### src/rtl/score_sequencer.sv
// score_sequencer
// Walks a note list in an external synchronous ROM and presents each note's
// middle/low pitch codes to the square-wave tone generator. Every note, and
// the final mute, is announced with a one-cycle beat strobe that rises one
// cycle after med/low settle. All outputs are registered.

module score_sequencer #(
    parameter int TICK_DIV = 1250000,  // clk_5m cycles per duration tick
    parameter int ADDR_W   = 8,        // score ROM address width
    parameter int LOOP     = 0         // 1: restart at address 0 on end marker
) (
    input  logic              clk_5m,
    input  logic              rst,
    input  logic              start,
    input  logic              stop,
    output logic [ADDR_W-1:0] rom_addr,
    input  logic [11:0]       rom_data,
    output logic [3:0]        med,
    output logic [3:0]        low,
    output logic              beat,
    output logic              playing,
    output logic              done
);

    // A tick counter needs at least one bit even for TICK_DIV == 1.
    localparam int TICK_W = (TICK_DIV > 1) ? $clog2(TICK_DIV) : 1;
    localparam logic [TICK_W-1:0] TICK_LAST = TICK_W'(TICK_DIV - 1);

    typedef enum logic [2:0] {
        IDLE,
        FETCH,
        READ,
        STROBE,
        SOUND,
        MUTE,
        MUTE_STROBE
    } state_t;

    state_t              state_q, state_d;
    logic [ADDR_W-1:0]   addr_q, addr_d;
    logic [3:0]          med_q, med_d;
    logic [3:0]          low_q, low_d;
    logic                beat_q, beat_d;
    logic                playing_q, playing_d;
    logic                done_q, done_d;
    logic [TICK_W-1:0]   tick_q, tick_d;
    logic [3:0]          dur_cnt_q, dur_cnt_d;
    // Remembers that the current mute came from the end marker, so that the
    // done pulse is not raised for a user stop.
    logic                at_end_q, at_end_d;

    logic [3:0]          rom_dur;
    logic [3:0]          rom_med;
    logic [3:0]          rom_low;

    assign rom_dur = rom_data[11:8];
    assign rom_med = rom_data[7:4];
    assign rom_low = rom_data[3:0];

    // Next-state and next-output computation for the playback FSM.
    always_comb begin
        state_d   = state_q;
        addr_d    = addr_q;
        med_d     = med_q;
        low_d     = low_q;
        beat_d    = beat_q;
        tick_d    = tick_q;
        dur_cnt_d = dur_cnt_q;
        at_end_d  = at_end_q;
        done_d    = 1'b0;

        if (stop && (state_q != IDLE)) begin
            // Stop has priority over start and always takes the mute path,
            // so the tone generator is left on the rest divisor.
            state_d  = MUTE;
            beat_d   = 1'b0;
            at_end_d = 1'b0;
        end else if (start) begin
            // Start from idle, or restart from anywhere, at the top of the score.
            state_d  = FETCH;
            addr_d   = '0;
            beat_d   = 1'b0;
            at_end_d = 1'b0;
        end else begin
            case (state_q)
                IDLE: begin
                    addr_d = '0;
                end

                FETCH: begin
                    // ROM registers the address on this edge.
                    state_d = READ;
                end

                READ: begin
                    if (rom_dur != 4'd0) begin
                        med_d     = rom_med;
                        low_d     = rom_low;
                        dur_cnt_d = rom_dur;
                        tick_d    = '0;
                        state_d   = STROBE;
                    end else if (LOOP != 0) begin
                        addr_d  = '0;
                        state_d = FETCH;
                    end else begin
                        at_end_d = 1'b1;
                        state_d  = MUTE;
                    end
                end

                STROBE: begin
                    // med/low settled on the previous edge; latch them now.
                    beat_d  = 1'b1;
                    state_d = SOUND;
                end

                SOUND: begin
                    beat_d = 1'b0;
                    if (tick_q == TICK_LAST) begin
                        tick_d = '0;
                        if (dur_cnt_q <= 4'd1) begin
                            // Address wraps naturally at 2^ADDR_W.
                            addr_d  = addr_q + ADDR_W'(1);
                            state_d = FETCH;
                        end else begin
                            dur_cnt_d = dur_cnt_q - 4'd1;
                        end
                    end else begin
                        tick_d = tick_q + TICK_W'(1);
                    end
                end

                MUTE: begin
                    med_d   = 4'd0;
                    low_d   = 4'd0;
                    state_d = MUTE_STROBE;
                end

                MUTE_STROBE: begin
                    // First cycle raises beat; second drops it and goes idle.
                    if (!beat_q) begin
                        beat_d = 1'b1;
                    end else begin
                        beat_d   = 1'b0;
                        done_d   = at_end_q;
                        at_end_d = 1'b0;
                        addr_d   = '0;
                        state_d  = IDLE;
                    end
                end

                default: begin
                    state_d = IDLE;
                    beat_d  = 1'b0;
                    addr_d  = '0;
                end
            endcase
        end

        playing_d = (state_d != IDLE);
    end

    // State and registered outputs; reset returns everything to silence.
    always_ff @(posedge clk_5m or posedge rst) begin
        if (rst) begin
            state_q   <= IDLE;
            addr_q    <= '0;
            med_q     <= 4'd0;
            low_q     <= 4'd0;
            beat_q    <= 1'b0;
            playing_q <= 1'b0;
            done_q    <= 1'b0;
            tick_q    <= '0;
            dur_cnt_q <= 4'd0;
            at_end_q  <= 1'b0;
        end else begin
            state_q   <= state_d;
            addr_q    <= addr_d;
            med_q     <= med_d;
            low_q     <= low_d;
            beat_q    <= beat_d;
            playing_q <= playing_d;
            done_q    <= done_d;
            tick_q    <= tick_d;
            dur_cnt_q <= dur_cnt_d;
            at_end_q  <= at_end_d;
        end
    end

    assign rom_addr = addr_q;
    assign med      = med_q;
    assign low      = low_q;
    assign beat     = beat_q;
    assign playing  = playing_q;
    assign done     = done_q;

endmodule

### config.mk
export PLATFORM = sky130hd
export DESIGN_NAME = score_sequencer
export DESIGN_NICKNAME = d
export VERILOG_FILES = /design/src/rtl/score_sequencer.sv
export SDC_FILE = /design/constraint.sdc
export NUM_CORES = 1
export LEC_CHECK = 0
export CORE_MARGIN = 2
export CORE_UTILIZATION = 40
export CTS_CLUSTER_DIAMETER = 80
export CTS_CLUSTER_SIZE = 14
export DETAILED_ROUTE_END_ITERATION = 16
export PLACE_DENSITY_LB_ADDON = 0.25
export SYNTH_ARGS = -nofsm -noshare
export SYNTH_HDL_FRONTEND = slang
export SYNTH_SLANG_ARGS = --single-unit
### constraint.sdc
create_clock -name clk_5m -period 2.5 [get_ports clk_5m]
set_clock_uncertainty 0.05 [all_clocks]
set_input_delay 0.75 -clock clk_5m [delete_from_list [all_inputs] [get_ports clk_5m]]
set_output_delay 0.75 -clock clk_5m [all_outputs]
set_load 0.01 [all_outputs]
==> impl_results.md <==
- Run status: finished clean
- TritonCTS clock tree: done
- CP Capture Point: tick_q[20]
- Final Critical Period: roughly 2.4 ns
- Grt met1 use: 0.238
- Max-slew headroom: 0.463
- Final WL: 6320 µm
- Placed inst area: 0.00331 mm²
- H-tree levels: 2
- Worst-path clk slew: 0.09 ns
- Die W: 86.2 µm
- Fmax: 409 MHz
- Final nets: 382
- GRT Max-Usage Layer: met2
- CTS resizes: 0
- CTS Buf Count: 5
- First-pass GRT wire length: approximately 11000 µm
- GRT Total Usage: 0.178
- Fillers: ~600
- Initial core utilization: 0.419
- Max FO, Critical Path: 4
- Overflow after GRT: 0
- R2r endpoint: tick_q[13]
- Vias per cell: about 5.7
- Largest net degree at the start of global routing: between 40 and 50
- Hold Crit Start: low[1]
- DRC Markers: 0
- Syn nets: between 300 and 400
- Post-route cell area: 0.00348 mm²
- Post-Syn Area: between 0.002 and 0.003 mm²
- Setup Buffers After CTS: 0
- Detailed router's first-iteration violation count: roughly 140
- Synth warn: 0
- Worst-margin pin slew: roughly 0.8 ns
- I/O Buffers: 34
- DP Worst Slack: -0.288 ns
- Clock latency reported for the late side of the worst-skew pair: 0.30 ns
- Sequential area share after synthesis: 0.444
- Die H: approximately 86 µm
- Share of layout cells above drive strength 1: 0.118
- Arrival time at the worst endpoint: between 2 and 3 ns
- Worst VDD drop: approximately 0.00032 V
- Setup CP Type: primary input to flop
- Share of the synthesized area in the top cell type: 0.444
- Core area: approximately 0.0065 mm²
- Antenna viol nets, final: 0
- IO Count: 35
- Number of flops mapped to enable cells by yosys: 0
- Synth Flop Type: dfrtp_1
- Leakage power: about 1.5 nW
- Syn Inst Count: approximately 310
- Synthesized area per cell: 8.70 µm²
- Top cells by area, synth: dfrtp_1, nand2_1, o31ai_1, o21ai_0, nor2_1
- Router iterations before antenna repair: 4
- Root Buffer: clkbuf_8
- Netlist cell types: 53
- Final Hold Fails: 0
- Setup TNS: 0 ns
- M2 GR Usage: 0.299
- Req. time, crit path: 2.69 ns
- Syn-to-layout area delta: 28.8%
- R2r worst-path depth: 5
- Worst min path class: flop to flop
- Fin. max-slew vios: 0
- Setup crit start kind: primary input
- Met3 usage: 0.0286
- Critical Path Sink Type: flop
- Reg-to-reg startpoint: tick_q[15]
- Final WS setup: between 0.05 and 0.06 ns
- CTS Buffer Depth: 2
- Vias: 2487
- Reg area: between 0.001 and 0.0015 mm²
- Average wire per standard cell: 14.4 µm
- Power Density: approximately 660 mW/mm²
- Max-cap violations: 0
- Die area: 0.00744 mm²
- CP Launch Point: rom_data[8]
- Post-DP HPWL: between 4000 and 5000 µm
- Number of inserted diodes: 0
- Flops & latches, synth: 48
- Async SR Flop Fraction: 1.00
- Num rows: 29
- Vias in the first global route: between 2000 and 2500
- Final period util: 0.978
- Initial antenna violation count: 0
- Reg2reg setup slack: 0.25 ns
- Area of the multi-input gates: between 0.001 and 0.0015 mm²
- Total clock sinks: 48
- # hold bufs at CTS: 0
- Leading area contributor after synthesis: dfrtp_1
- Routability cong.: between 0.9 and 1
- Final setup fails: 0
[cell families after synthesis]
family,Yosys count,synth area share
adders and majority gates,4,0.0185
AOI/OAI and AO/OA,74,0.182
and+or+nand+nor,146,0.278
DFF,48,0.444
xor gates and xnor gates,10,0.0324
buffers and inverters,28,0.0412
muxes,1,0.00370
[cell type report]
cell class                 instances  area share
clock buffer                       5      0.0198
inverter                          11      0.0119
timing repair buffer              61       0.167
clock inverter                     3      0.0259
multi-input combinational        235       0.403
tap                               77      0.0277
sequential                        48       0.345
[synth_stat cells, types with 10 or more instances]
cell,count
a21oi_1,11
clkbuf_1,10
dfrtp_1,48
inv_1,11
nand2_1,44
nand3_1,16
nor2_1,24
nor3_1,10
o21ai_0,19
o31ai_1,15
[flip-flops by register name, indices dropped and copies added (netlist names)]
signal and cells:
state_q 3, at_end_q 1, playing 1, low 4, beat 1, rom_addr 8
dur_cnt_q 4, med 4, tick_q 21, done 1
[how the worst min path moves through the flow]
stage / end / slack, ns / cells past startpoint
after floorplan: tick_q[1] / 0.43 / 2
after global routing: med[2] / 0.47 / 2
after detailed placement: med[3] / 0.42 / 2
after CTS: med[3] / 0.44 / 2
final: low[1] / 0.43 / 2
after global placement: med[3] / 0.41 / 2
[per-stage QoR]
stage	hold WS (ns)	std cells	power, mW	utilization
floorplan	0.430	311	1.29	-
global placement	0.412	432	1.53	0.513
detailed placement	0.418	432	1.54	0.513
CTS	0.441	440	2.32	0.537
global route	0.468	440	2.43	0.539
finish	0.434	440	2.30	0.539
[cell usage in the layout, fill, tap and decap left out, types with 2 or more instances in the layout]
master,count
and4_1,2
a41oi_1,3
clkbuf_8,5
and2_1,2
o21ai_0,19
nand3_1,16
nand2b_1,2
o22a_1,5
buf_4,24
a22oi_1,2
o22ai_1,2
bufinv_16,3
nand4_1,9
or3_1,4
and3_1,9
nor2_1,24
dfrtp_1,48
a31oi_1,6
ha_1,4
nand2_1,44
inv_1,10
nor3_1,10
nor4bb_1,2
nor4_1,8
or4_4,2
a21oi_1,10
buf_12,3
clkdlybuf4s50_1,34
o31ai_1,15
xnor2_1,9
[critical path: stages]
cell	delay (ns)
clkdlybuf4s50_1	0.49
or4_4	0.14
a21oi_1	0.07
buf_4	0.17
or4_4	0.50
or3_4	0.39
a21oi_2	0.13
[routing by layer]
| metal | part of all wire | vias up |
|---|---|---|
| li1 | - | 1243 |
| met1 | 0.49 | 1170 |
| met2 | 0.46 | 64 |
| met3 | 0.034 | 10 |
| met4 | 0.013 | 0 |
| met5 | 0 | - |
[power breakdown]
part | internal (mW) | leakage (nW) | switching [mW] | total, mW
registers | 0.891 | 0.629 | 0.114 | 1.00
logic | 0.260 | 0.759 | 0.257 | 0.517
clock network | 0.500 | 0.0784 | 0.274 | 0.774
total | 1.65 | 1.47 | 0.644 | 2.30
Note: power is estimated with default switching activity, not from simulation.
